===== src/rtl/ps2_rx_fifo_if.sv =====
// Read-side handshake and status bundle of the PS/2 receive FIFO.
interface ps2_rx_fifo_if;
  logic       nextdata_n;
  logic [7:0] data;
  logic       ready;
  logic       overflow;
  logic       frame_err;

  // Consumer side: strobes nextdata_n, observes head byte and flags.
  modport master (
    output nextdata_n,
    input  data,
    input  ready,
    input  overflow,
    input  frame_err
  );

  // Receiver side: drives head byte and flags, accepts the read strobe.
  modport slave (
    input  nextdata_n,
    output data,
    output ready,
    output overflow,
    output frame_err
  );
endinterface


===== src/rtl/ps2_rx_fifo.sv =====
// PS/2 device-to-host receiver: line synchronisers, 11-bit frame
// deserialiser with start/parity/stop checks, partial-frame timeout,
// and a small circular FIFO read through a ready/nextdata_n handshake.
module ps2_rx_fifo #(
  parameter int DEPTH_LOG2 = 3,
  parameter int TIMEOUT    = 50000
) (
  input  logic          clk,
  input  logic          rst,
  input  logic          ps2_clk,
  input  logic          ps2_data,
  ps2_rx_fifo_if.slave  rd
);

  localparam int DEPTH = 1 << DEPTH_LOG2;
  localparam int PTR_W = DEPTH_LOG2 + 1;
  localparam int TO_W  = (TIMEOUT > 2) ? $clog2(TIMEOUT) : 1;
  localparam logic [TO_W-1:0] TO_LAST = TO_W'(TIMEOUT - 1);

  logic [2:0]       clk_sync_q;
  logic [1:0]       dat_sync_q;
  logic             fall;
  logic             data_s;

  logic [3:0]       cnt_q, cnt_d;
  logic [9:0]       sh_q, sh_d;
  logic [TO_W-1:0]  to_q, to_d;
  logic             frame_done;
  logic             good;
  logic             bad;
  logic [7:0]       rx_byte;

  logic [7:0]       mem_q [DEPTH];
  logic [PTR_W-1:0] wr_q, wr_d;
  logic [PTR_W-1:0] rd_q, rd_d;
  logic             empty;
  logic             full;
  logic             pop;
  logic             push;
  logic             overflow_q, overflow_d;
  logic             frame_err_q;

  // Two-flop synchronisers; the extra clock-path flop remembers the previous level.
  always_ff @(posedge clk or posedge rst) begin
    if (rst) begin
      clk_sync_q <= 3'b111;
      dat_sync_q <= 2'b11;
    end else begin
      clk_sync_q <= {clk_sync_q[1:0], ps2_clk};
      dat_sync_q <= {dat_sync_q[0], ps2_data};
    end
  end

  assign fall   = clk_sync_q[2] & ~clk_sync_q[1];
  assign data_s = dat_sync_q[1];

  // Bit counter, shift register and partial-frame timeout.
  always_comb begin
    cnt_d      = cnt_q;
    sh_d       = sh_q;
    to_d       = to_q;
    frame_done = 1'b0;
    if (fall) begin
      to_d = '0;
      if (cnt_q == 4'd10) begin
        cnt_d      = 4'd0;
        sh_d       = '0;
        frame_done = 1'b1;
      end else begin
        cnt_d = cnt_q + 4'd1;
        sh_d  = {data_s, sh_q[9:1]};
      end
    end else if (cnt_q == 4'd0) begin
      to_d = '0;
    end else if (to_q == TO_LAST) begin
      to_d  = '0;
      cnt_d = 4'd0;
      sh_d  = '0;
    end else begin
      to_d = to_q + TO_W'(1);
    end
  end

  // Receiver state register.
  always_ff @(posedge clk or posedge rst) begin
    if (rst) begin
      cnt_q <= 4'd0;
      sh_q  <= '0;
      to_q  <= '0;
    end else begin
      cnt_q <= cnt_d;
      sh_q  <= sh_d;
      to_q  <= to_d;
    end
  end

  // sh_q[0] is the start bit, sh_q[8:1] the byte, sh_q[9] parity; stop is live.
  assign rx_byte = sh_q[8:1];
  assign good    = frame_done & ~sh_q[0] & data_s & (^sh_q[9:1]);
  assign bad     = frame_done & ~good;

  assign empty = (wr_q == rd_q);
  assign full  = (wr_q[DEPTH_LOG2-1:0] == rd_q[DEPTH_LOG2-1:0]) &
                 (wr_q[DEPTH_LOG2] != rd_q[DEPTH_LOG2]);

  // A pop in the same cycle frees the slot the push writes into.
  assign pop  = ~empty & ~rd.nextdata_n;
  assign push = good & (~full | pop);

  // Pointer and overflow next-state.
  always_comb begin
    wr_d       = wr_q + PTR_W'(push);
    rd_d       = rd_q + PTR_W'(pop);
    overflow_d = overflow_q;
    if (pop) begin
      overflow_d = 1'b0;
    end else if (good && full) begin
      overflow_d = 1'b1;
    end
  end

  // FIFO pointers and status flags.
  always_ff @(posedge clk or posedge rst) begin
    if (rst) begin
      wr_q        <= '0;
      rd_q        <= '0;
      overflow_q  <= 1'b0;
      frame_err_q <= 1'b0;
    end else begin
      wr_q        <= wr_d;
      rd_q        <= rd_d;
      overflow_q  <= overflow_d;
      frame_err_q <= bad;
    end
  end

  // FIFO storage; contents are only meaningful behind the pointers.
  always_ff @(posedge clk) begin
    if (push) begin
      mem_q[wr_q[DEPTH_LOG2-1:0]] <= rx_byte;
    end
  end

  assign rd.ready     = ~empty;
  assign rd.data      = empty ? 8'h00 : mem_q[rd_q[DEPTH_LOG2-1:0]];
  assign rd.overflow  = overflow_q;
  assign rd.frame_err = frame_err_q;

endmodule


===== src/flat_wrapper.sv =====
// flat-port wrapper written by rule: the top's interface ports become plain ports
module ps2_rx_fifo_flat 
#(
  parameter int DEPTH_LOG2 = 3,
  parameter int TIMEOUT    = 50000
)
  (clk, rst, ps2_clk, ps2_data, rd_nextdata_n, rd_data, rd_ready, rd_overflow, rd_frame_err);
  ps2_rx_fifo_if rd_i ();
  input  logic clk;
  input  logic rst;
  input  logic ps2_clk;
  input  logic ps2_data;
  input wire logic [$bits(rd_i.nextdata_n)-1:0] rd_nextdata_n;
  output wire logic [$bits(rd_i.data)-1:0] rd_data;
  output wire logic [$bits(rd_i.ready)-1:0] rd_ready;
  output wire logic [$bits(rd_i.overflow)-1:0] rd_overflow;
  output wire logic [$bits(rd_i.frame_err)-1:0] rd_frame_err;
  assign rd_i.nextdata_n = rd_nextdata_n;
  assign rd_data = rd_i.data;
  assign rd_ready = rd_i.ready;
  assign rd_overflow = rd_i.overflow;
  assign rd_frame_err = rd_i.frame_err;
  ps2_rx_fifo #(.DEPTH_LOG2(DEPTH_LOG2), .TIMEOUT(TIMEOUT)) u_core (.clk(clk), .rst(rst), .ps2_clk(ps2_clk), .ps2_data(ps2_data), .rd(rd_i));
endmodule

===== config.mk =====
export PLATFORM = sky130hd
export DESIGN_NAME = ps2_rx_fifo_flat
export DESIGN_NICKNAME = d
export VERILOG_FILES = /design/src/rtl/ps2_rx_fifo_if.sv /design/src/rtl/ps2_rx_fifo.sv /design/src/flat_wrapper.sv
export SDC_FILE = /design/constraint.sdc
export NUM_CORES = 1
export LEC_CHECK = 0
export BUFFER_PORTS_ARGS = -buffer_cell sky130_fd_sc_hd__buf_2
export CAP_MARGIN = 25
export CORE_MARGIN = 3
export CORE_UTILIZATION = 55
export CTS_CLUSTER_SIZE = 16
export DETAILED_ROUTE_END_ITERATION = 16
export PLACE_DENSITY = 0.79
export SLEW_MARGIN = 20
export SYNTH_ARGS = -nofsm -noshare
export SYNTH_HDL_FRONTEND = slang
export SYNTH_SLANG_ARGS = --single-unit

===== constraint.sdc =====
create_clock -name clk -period 2.6 [get_ports clk]
set_input_delay 0.26 -clock clk [delete_from_list [all_inputs] [get_ports clk]]
set_output_delay 0.26 -clock clk [all_outputs]
set_load 0.02 [all_outputs]

==> results of run 1 <==
==> sequential cells by signal (all words and copies together) (netlist names) <==
signal               flops
u_core.to_q             16
u_core.rd.frame_err      1
u_core.wr_q              4
u_core.mem_q            64
u_core.clk_sync_q        3
u_core.cnt_q             4
u_core.rd.overflow       1
u_core.rd_q              4
u_core.sh_q             10
u_core.dat_sync_q        2
==> cells in the final DEF (no fill, tap or decap), types with 3 or more instances in the layout <==
cell      netlist  final
buf_4           0     24
edfxtp_1       64     64
inv_1          10      9
dfrtp_1        40     40
xnor2_1        19     19
buf_2           2     15
inv_8           0      3
a22o_1         11     11
mux4_2         16     16
nand3b_1        3      3
nor3_1          8      8
nand3_1        12     12
dfstp_2         5      5
xor2_1          9      9
nor2_1         32     32
mux2i_1         8      8
nand4_1         3      3
nor4_1         13     12
ha_1            8      8
nand2_1         7      7
clkbuf_8        0      9
==> synth_stat cells, types with 5 or more instances <==
| master | number |
|---|---|
| nor4_1 | 13 |
| nor2_1 | 32 |
| xor2_1 | 9 |
| clkbuf_1 | 9 |
| xnor2_1 | 19 |
| edfxtp_1 | 64 |
| mux4_2 | 16 |
| inv_1 | 10 |
| dfrtp_1 | 40 |
| nand2_1 | 7 |
| dfstp_2 | 5 |
| nand3_1 | 12 |
| nor3_1 | 8 |
| ha_1 | 8 |
| mux2i_1 | 8 |
| a22o_1 | 11 |
==> worst min-delay path by stage <==
stage	from	to	slack, ps	depth (start not counted)
floorplan	ps2_clk	u_core.clk_sync_q[0]$_DFF_PP1_	260	0
global placement	u_core.dat_sync_q[0]$_DFF_PP1_	u_core.dat_sync_q[1]$_DFF_PP1_	350	0
CTS	rst	u_core.rd_q[1]$_DFF_PP0_	100	2
finish	rst	u_core.rd_q[1]$_DFF_PP0_	70	2
global route	rst	u_core.rd_q[1]$_DFF_PP0_	120	2
detailed placement	u_core.clk_sync_q[0]$_DFF_PP1_	u_core.clk_sync_q[1]$_DFF_PP1_	350	0
==> per-stage QoR <==
stage / setup TNS (ps) / utilization / setup WS, ps / power, mW
finish: 0 / 0.652 / 266 / 4.89
global route: 0 / 0.652 / 52.3 / 5.16
detailed placement: 0 / 0.622 / 323 / 3.86
CTS: 0 / 0.652 / 202 / 4.94
global placement: 0 / 0.622 / 416 / 3.81
floorplan: -5240 / - / -81.9 / 3.31
==> worst max-delay path, cell delays in order (launching register included) <==
cell     delay (ps)
dfrtp_1         380
buf_4           320
mux4_2          560
mux2i_1         200
nor2_1           70
buf_2           160
==> area by class of cell <==
| cell class | instances | area (um2) |
|---|---|---|
| Clock buffer | 9 | 124 |
| Multi-Input combinational cell | 170 | 1450 |
| Clock inverter | 7 | 97.6 |
| Sequential cell | 109 | 3050 |
| Inverter | 10 | 37.5 |
| Timing Repair Buffer | 41 | 275 |
| Fill cell | 548 | 2760 |
| Tap cell | 102 | 128 |
==> report_power, final <==
part | leakage, nW | internal (mW) | switching, mW
clock network | 0.113 | 0.481 | 0.610
logic | 0.722 | 0.728 | 0.919
registers | 1.17 | 2.02 | 0.135
total | 2.00 | 3.23 | 1.66
==> cells by family (layout without fill, tap and decap cells) <==
logic type | after synthesis | in the layout | synth area share
buffers and inverters | 24 | 67 | 0.0218
flip-flops | 109 | 109 | 0.664
multiplexers | 25 | 25 | 0.0982
AND/OR/NAND/NOR | 91 | 91 | 0.107
adder cells (fa/ha/maj) | 8 | 8 | 0.0218
AO/OA/AOI/OAI | 17 | 17 | 0.0296
XOR/XNOR | 29 | 29 | 0.0582
==> layer usage <==
layer / share of wire / up-vias / global-route usage
li1: - / 1208 / -
met1: 0.46 / 1291 / 0.266
met2: 0.49 / 65 / 0.295
met3: 0.047 / 8 / 0.0560
met4: 0.0081 / 0 / 0.0351
met5: 0 / - / 0
==> what timing repair did <==
item,CTS,global route
hold buffers,2,0
hold endpoints to repair,2,0
endpoints found under the setup margin,0,0
==> impl_metrics.env, run 1 <==
export IMPL_dp_hpwl_um=5730
export IMPL_ant_nets=0
export IMPL_ctsResizeCount=0
export IMPL_clock_latency_ps=370
export IMPL_synth_area_leaders="edfxtp_1 (42%), dfrtp_1 (22%), mux4_2 (7.8%), xnor2_1 (3.6%), dfstp_2 (2.9%)"
export IMPL_worstSetupPathType="reg2out"
export IMPL_die_area_um2=9500
export IMPL_setup_viol=0
export IMPL_area_growth_pct=12.3
export IMPL_nNetsFinal=354
export IMPL_avgViaCountPerCell=5.74
export IMPL_crit_fanout=17
export IMPL_htree_levels=3
export IMPL_drt_iter0_markers=182
export IMPL_hold_viol_final=0
export IMPL_finalWeightedCongestion=0.814
export IMPL_worstSetupEndpointType="primary output"
export IMPL_reg2reg_depth=6
export IMPL_ir_drop_v=0.000476
export IMPL_crit_end="rd_data[4]"
export IMPL_hold_path_class="in2async"
export IMPL_crit_required_ps=2340
export IMPL_grt_max_degree=46
export IMPL_grt_pass1_vias=2573
export IMPL_vias=2572
export IMPL_maxCapViolCount=0
export IMPL_instances_no_fill=448
export IMPL_synthDistinctLibCells=39
export IMPL_yosys_warnings=0
export IMPL_worst_pin_slew_ps=905
export IMPL_diodes=0
export IMPL_rows=32
export IMPL_ys_flop_type="edfxtp_1"
export IMPL_p_leak_nw=2.00
export IMPL_syn_num_nets=316
export IMPL_clock_sink_count=109
export IMPL_synth_largest_area_cell="edfxtp_1"
export IMPL_clock_path_buffers=2
export IMPL_yosys_area_top_type_share=0.418
export IMPL_synth_edf_count=64
export IMPL_cts_root_buf="clkbuf_8"
export IMPL_cts_made_buffers=9
export IMPL_grt_overflow=0
export IMPL_dpl_cell_area_um2=4930
export IMPL_fmax_mhz=428
export IMPL_final_layout_size_suffix_gt1_frac=0.240
export IMPL_r2r_end="u_core.mem_q[7][2]$_DFFE_PP_"
export IMPL_stdcell_area_um2=5170
export IMPL_fin_crit_ps=2330
export IMPL_syn_avg_cell_area_um2=15.2
export IMPL_fin_crit_sh=0.898
export IMPL_cts_setup_buffers=0
export IMPL_drcViolationCount=0
export IMPL_cts_tree="built"
export IMPL_ios=16
export IMPL_antenna_found_initial=0
export IMPL_dp_cells=430
export IMPL_crit_arrival_ps=2070
export IMPL_regToRegSetupSlack_ps=310
export IMPL_r2r_start="u_core.cnt_q[0]$_DFFE_PP0P_"
export IMPL_synth_yosys_seq_area_share=0.664
export IMPL_hold_slack_ps=65.4
export IMPL_status="finished clean"
export IMPL_slew_limit_headroom=0.396
export IMPL_grt_pass1_wl_um=13600
export IMPL_clk_pin_slew_ps=110
export IMPL_port_buffers=15
export IMPL_fp_coreArea_um2=7930
export IMPL_avgRoutedWirePerCell_um=18.7
export IMPL_power_density_nw_per_um2=947
export IMPL_critPathLaunch="u_core.rd_q[0]$_DFF_PP0_"
export IMPL_start_kind="register"
export IMPL_report_final_slew_viol_count=0
export IMPL_grt_usage=0.188
export IMPL_synth_seq_cells=109
export IMPL_async_flop_share=0.413
export IMPL_netlist_instances=303
export IMPL_start_util=0.580
export IMPL_syn_area_um2=4600
export IMPL_fp_dieH_um=97.5
export IMPL_die_w_um=97.5
export IMPL_wl_um=8370
export IMPL_firstDrtPassIters=4
export IMPL_skew_ps=11.0
export IMPL_grt_setup_unrepaired="false"
(Power assumes the default switching activity.)
==> inputs of run 2 (changes only) <==
==> constraint.sdc (replaced) <==
create_clock -name clk -period 2.6 [get_ports clk]
set_input_delay 0.13 -clock clk [delete_from_list [all_inputs] [get_ports clk]]
set_output_delay 0.13 -clock clk [all_outputs]
set_load 0.02 [all_outputs]
==> impl_metrics.env, run 2 (synthesis results as in run 1) <==
export IMPL_cts_root_buf="clkbuf_8"
export IMPL_crit_fanout=10
export IMPL_avgViaCountPerCell=5.76
export IMPL_start_kind="register"
export IMPL_r2r_start="u_core.cnt_q[0]$_DFFE_PP0P_"
export IMPL_p_leak_nw=2.00
export IMPL_cts_made_buffers=9
export IMPL_r2r_end="u_core.mem_q[7][2]$_DFFE_PP_"
export IMPL_instances_no_fill=450
export IMPL_finalWeightedCongestion=0.796
export IMPL_ir_drop_v=0.000443
export IMPL_largest_reg_flops=64
export IMPL_worstSetupPathType="reg2reg"
export IMPL_fin_crit_sh=0.872
export IMPL_slew_limit_headroom=0.443
export IMPL_clock_latency_ps=380
export IMPL_hold_viol_final=0
export IMPL_dp_hpwl_um=5730
export IMPL_avgRoutedWirePerCell_um=18.8
export IMPL_grt_setup_unrepaired="false"
export IMPL_fp_coreArea_um2=7930
export IMPL_slowest_stage="nor4_1"
export IMPL_hold_path_class="in2reg"
export IMPL_grt_overflow=0
export IMPL_drt_iter0_markers=160
export IMPL_fin_tns_setup_ps=0
export IMPL_grt_usage=0.191
export IMPL_setup_viol=0
export IMPL_swShare=0.349
export IMPL_ios=16
export IMPL_clkPwrFrac=0.208
export IMPL_slowest_delay_ps=450
export IMPL_vias=2594
export IMPL_wl_um=8460
export IMPL_drcViolationCount=0
export IMPL_worst_pin_slew_ps=836
export IMPL_grt_max_degree=46
export IMPL_final_layout_size_suffix_gt1_frac=0.241
export IMPL_report_final_slew_viol_count=0
export IMPL_maxCapViolCount=0
export IMPL_pre_cts_ws_ps=364
export IMPL_die_area_um2=9500
export IMPL_hold_depth=3
export IMPL_ctsResizeCount=0
export IMPL_grt_pass1_wl_um=13900
export IMPL_switching_power_mw=1.68
export IMPL_worstSetupEndpointType="register"
export IMPL_regToRegSetupSlack_ps=330
export IMPL_port_buffers=15
export IMPL_reg2reg_depth=6
export IMPL_start_util=0.580
export IMPL_power_density_nw_per_um2=931
export IMPL_p_int_mw=3.14
export IMPL_area_growth_pct=12.5
export IMPL_dp_cells=430
export IMPL_ant_nets=0
export IMPL_pwr_share_comb=0.345
export IMPL_clk_pin_slew_ps=110
export IMPL_fin_crit_ps=2270
export IMPL_rows=32
export IMPL_clock_sink_count=109
export IMPL_final_common_cell="edfxtp_1"
export IMPL_status="finished clean"
export IMPL_htree_levels=3
export IMPL_die_w_um=97.5
export IMPL_firstDrtPassIters=4
export IMPL_critPathLaunch="u_core.cnt_q[0]$_DFFE_PP0P_"
export IMPL_grt_pass1_vias=2736
export IMPL_path_cells="inv_1 > ha_1 > and3b_1 > nand4b_1 > nor4_1 > buf_4"
export IMPL_crit_required_ps=2690
export IMPL_holdPathEnd="u_core.rd.overflow$_DFFE_PP0P_"
export IMPL_critPathTopFamily="simple AND/OR/NAND/NOR gates"
export IMPL_worstHoldStart="rd_nextdata_n"
export IMPL_diodes=0
export IMPL_clock_path_buffers=2
export IMPL_skew_ps=14.4
export IMPL_fmax_mhz=441
export IMPL_fp_dieH_um=97.5
export IMPL_crit_arrival_ps=2360
export IMPL_layout_common_cells="edfxtp_1 (64), dfrtp_1 (40), nor2_1 (32)"
export IMPL_setup_slack_ps=334
export IMPL_seqPwrFrac=0.447
export IMPL_cp_num_buf_inv=2
export IMPL_antenna_found_initial=0
export IMPL_nNetsFinal=356
export IMPL_cts_tree="built"
-- run 2: power groups by stage --
stage	combinational [mW]	sequential, mW	clock, mW
finish	1.66	2.15	1.00
global route	1.80	2.17	1.09
CTS	1.68	2.15	1.02
detailed placement	1.67	2.19	0
global placement	1.62	2.18	0
floorplan	1.13	2.18	0
-- run 2: worst max-delay path by stage --
stage | depth (start not counted) | slack, ps | to
final | 6 | 330 | u_core.mem_q[7][2]$_DFFE_PP_
after global routing | 6 | 200 | u_core.mem_q[5][4]$_DFFE_PP_
after CTS | 5 | 340 | rd_data[1]
after detailed placement | 6 | 360 | u_core.mem_q[7][2]$_DFFE_PP_
after global placement | 6 | 440 | u_core.mem_q[5][5]$_DFFE_PP_
after floorplan | 5 | -80 | u_core.mem_q[0][0]$_DFFE_PP_
-- run 2: metrics by stage --
stage | instance area (um2) | hold WS (ps) | utilization | total power, mW
global route | 5180 | 65.8 | 0.653 | 5.07
floorplan | 4600 | 134 | - | 3.31
detailed placement | 4930 | 236 | 0.622 | 3.86
CTS | 5160 | 56.8 | 0.651 | 4.85
finish | 5180 | 79.0 | 0.653 | 4.82
global placement | 4930 | 237 | 0.622 | 3.80
-- run 2: metal layers --
metal | vias to the layer above | global-route usage | routed length [um]
met5 | - | 0 | 0
met4 | 0 | 0.0650 | 98
met3 | 6 | 0.0388 | 410
met2 | 58 | 0.316 | 4400
met1 | 1313 | 0.253 | 3550
li1 | 1217 | - | -
-- run 2: worst register-to-register path, cell delays in order (launching register included) --
cell and delay (ps):
dfrtp_1 430, inv_1 100, ha_1 140, and3b_1 210
nand4b_1 400, nor4_1 450, buf_4 250
-- run 2: layout make-up --
type | instances | area [um2]
sequential | 109 | 3050
fill | 568 | 2750
multi-input combinational | 170 | 1450
timing repair buffer | 43 | 305
tap | 102 | 128
clock buffer | 9 | 124
clock inverter | 7 | 76.3
inverter | 10 | 37.5
-- run 2: timing repair --
action | 4_1_cts | 5_1_grt
setup endpoints to repair | 0 | 0
hold buffers | 3 | 0
hold endpoints to repair | 42 | 0
setup buffers | 0 | 0
==> inputs of run 3 (changes only) <==
Settings changed: ABC_AREA set to 1.
==> impl_metrics.env, run 3 <==
export IMPL_regToRegSetupSlack_ps=300
export IMPL_cts_root_buf="clkbuf_8"
export IMPL_grt_max_degree=46
export IMPL_muxShareOfSynthArea=0
export IMPL_worstSetupEndpointType="register"
export IMPL_fill_cells=637
export IMPL_worstHoldStart="rd_nextdata_n"
export IMPL_async_flop_share=0.413
export IMPL_ir_drop_v=0.000463
export IMPL_hold_path_class="in2reg"
export IMPL_wl_um=9570
export IMPL_cts_made_buffers=9
export IMPL_status="finished clean"
export IMPL_hold_depth=3
export IMPL_synth_top_family_by_area="simple AND/OR/NAND/NOR gates"
export IMPL_maxCapViolCount=0
export IMPL_power_density_nw_per_um2=891
export IMPL_port_buffers=15
export IMPL_clock_latency_ps=380
export IMPL_setup_viol=0
export IMPL_crit_fanout=5
export IMPL_synth_fa_ha_area_frac=0.0205
export IMPL_final_layout_size_suffix_gt1_frac=0.180
export IMPL_synth_area_leaders="edfxtp_1 (39%), dfrtp_1 (21%), nor2_1 (7.3%), nand2_1 (4.2%), o21ai_0 (2.9%)"
export IMPL_nNetsFinal=486
export IMPL_clk_pin_slew_ps=110
export IMPL_rows=33
export IMPL_fin_crit_sh=0.885
export IMPL_reg2reg_depth=9
export IMPL_layout_common_cells="nor2_1 (95), edfxtp_1 (64), nand2_1 (54)"
export IMPL_yosys_warnings=0
export IMPL_yosysMostFrequentCell="nor2_1"
export IMPL_cts_setup_buffers=0
export IMPL_cp_num_buf_inv=2
export IMPL_r2r_end="u_core.mem_q[3][3]$_DFFE_PP_"
export IMPL_finalWeightedCongestion=0.903
export IMPL_worstSetupPathType="reg2reg"
export IMPL_vias=3298
export IMPL_area_growth_pct=10.8
export IMPL_ys_flop_type="edfxtp_1"
export IMPL_ant_nets=0
export IMPL_cts_tree="built"
export IMPL_clock_sink_count=109
export IMPL_worst_pin_slew_ps=434
export IMPL_final_common_cell="nor2_1"
export IMPL_setup_slack_ps=299
export IMPL_avgRoutedWirePerCell_um=16.4
export IMPL_avgViaCountPerCell=5.66
export IMPL_critPathTopFamily="simple AND/OR/NAND/NOR gates"
export IMPL_ctsResizeCount=0
export IMPL_pre_cts_ws_ps=301
export IMPL_synthDistinctLibCells=39
export IMPL_grt_pass1_vias=3329
export IMPL_r2r_start="u_core.cnt_q[0]$_DFFE_PP0P_"
export IMPL_synth_yosys_seq_area_share=0.627
export IMPL_fin_util=0.641
export IMPL_antenna_found_initial=0
export IMPL_drt_iter0_markers=200
export IMPL_die_area_um2=10000
export IMPL_holdPathEnd="u_core.rd.overflow$_DFFE_PP0P_"
export IMPL_dp_hpwl_um=6530
export IMPL_synth_compound_area_frac=0.0740
export IMPL_yosys_area_top_type_share=0.395
export IMPL_die_w_um=100
export IMPL_path_cells="inv_1 > ha_1 > nand2_1 > nor2_2 > nand2_2 > nor3b_4 > nand4_2 > nor2_1 > buf_4"
export IMPL_p_leak_nw=2.24
export IMPL_grt_pass1_wl_um=16000
export IMPL_synth_simple_area_share=0.208
export IMPL_skew_ps=17.1
export IMPL_synth_common_cells="nor2_1 (95), edfxtp_1 (64), nand2_1 (54)"
export IMPL_grt_setup_unrepaired="false"
export IMPL_ios=16
export IMPL_synth_seq_cells=109
export IMPL_start_kind="register"
export IMPL_power_mw=4.81
export IMPL_grt_usage=0.208
export IMPL_htree_levels=3
export IMPL_hold_viol_final=0
export IMPL_stdcell_area_um2=5400
export IMPL_grt_overflow=0
export IMPL_crit_arrival_ps=2390
export IMPL_crit_required_ps=2690
export IMPL_firstDrtPassIters=6
export IMPL_fin_crit_ps=2300
export IMPL_fp_coreArea_um2=8420
export IMPL_synth_edf_count=64
export IMPL_fin_tns_setup_ps=0
export IMPL_slowest_delay_ps=390
export IMPL_largest_reg_flops=64
export IMPL_netlist_instances=442
export IMPL_slew_limit_headroom=0.710
export IMPL_syn_num_nets=455
export IMPL_start_util=0.578
export IMPL_drcViolationCount=0
export IMPL_clock_path_buffers=2
export IMPL_fmax_mhz=435
export IMPL_diodes=0
export IMPL_syn_avg_cell_area_um2=11.0
export IMPL_dpl_cell_area_um2=5140
export IMPL_syn_area_um2=4870
export IMPL_fp_dieH_um=100
export IMPL_report_final_slew_viol_count=0
export IMPL_synth_largest_area_cell="edfxtp_1"
export IMPL_synthXorXnorAreaFrac=0.0306
export IMPL_slowest_stage="dfrtp_1"
==> run 3: changes by cell type after synthesis, moves of 11 or more <==
cell     change
a22o_1      -11
inv_1       +20
mux4_2      -16
nand2_1     +47
nor2_1      +63
nor4_1      -13
o21ai_0     +27
o32ai_1     +16
xnor2_1     -11
==> run 3: how the worst max path moves through the flow <==
stage          slack (ps)  depth (start not counted)                        start                            to
5_1_grt                90                         11   u_core.sh_q[8]$_DFFE_PP0P_  u_core.mem_q[3][5]$_DFFE_PP_
2_1_floorplan         500                          8  u_core.cnt_q[0]$_DFFE_PP0P_  u_core.mem_q[0][0]$_DFFE_PP_
3_5_place_dp          300                          9  u_core.cnt_q[0]$_DFFE_PP0P_  u_core.mem_q[3][3]$_DFFE_PP_
6_report              300                          9  u_core.cnt_q[0]$_DFFE_PP0P_  u_core.mem_q[3][3]$_DFFE_PP_
4_1_cts               290                          9  u_core.cnt_q[0]$_DFFE_PP0P_  u_core.mem_q[3][3]$_DFFE_PP_
3_3_place_gp          410                          9  u_core.cnt_q[0]$_DFFE_PP0P_  u_core.mem_q[3][3]$_DFFE_PP_
==> run 3: cell families (layout without fill, tap and decap cells) <==
group,after synthesis,count (layout)
xor+xnor,17,17
buf+inv,47,83
simple gates,204,204
fa+ha+maj,8,8
flops,109,109
compound gates,57,57
==> run 3: layout make-up <==
cell class              count  area, um2  share of cell area
flip-flops and latches    109       3050               0.566
multi-input cells         286       1620               0.300
repair buffers             36        265              0.0491
well taps                 105        131              0.0243
clock buffers               9        124              0.0229
inverters                  31        116              0.0216
clock inverters             7       87.6              0.0162
==> run 3: per-layer routing <==
metal,wire (um),vias up,global-route usage
met3,523,14,0.0417
met2,4750,106,0.346
met5,0,-,0
li1,-,1568,-
met1,4150,1610,0.276
met4,139,0,0.0725
==> run 3: what timing repair did <==
item | 4_1_cts | 5_1_grt
hold buffers | 3 | 0
endpoints found under the setup margin | 0 | 0
hold endpoints to repair | 42 | 0
==> run 3: worst min-delay path: cells and delay by family <==
kind	cells	cell delay, ps
compound gates	2	160
buf+inv	1	110
==> run 3: through the flow <==
| stage | std cells | hold slack [ps] |
|---|---|---|
| after floorplan | 442 | 134 |
| after global placement | 563 | 236 |
| after detailed placement | 563 | 236 |
| after CTS | 582 | 50.1 |
| after global routing | 583 | 84.5 |
| final | 583 | 64.2 |
==> run 3: report_power, final <==
group          switching (mW)  internal [mW]
registers               0.152           2.00
logic                    1.03          0.556
clock network           0.604          0.469
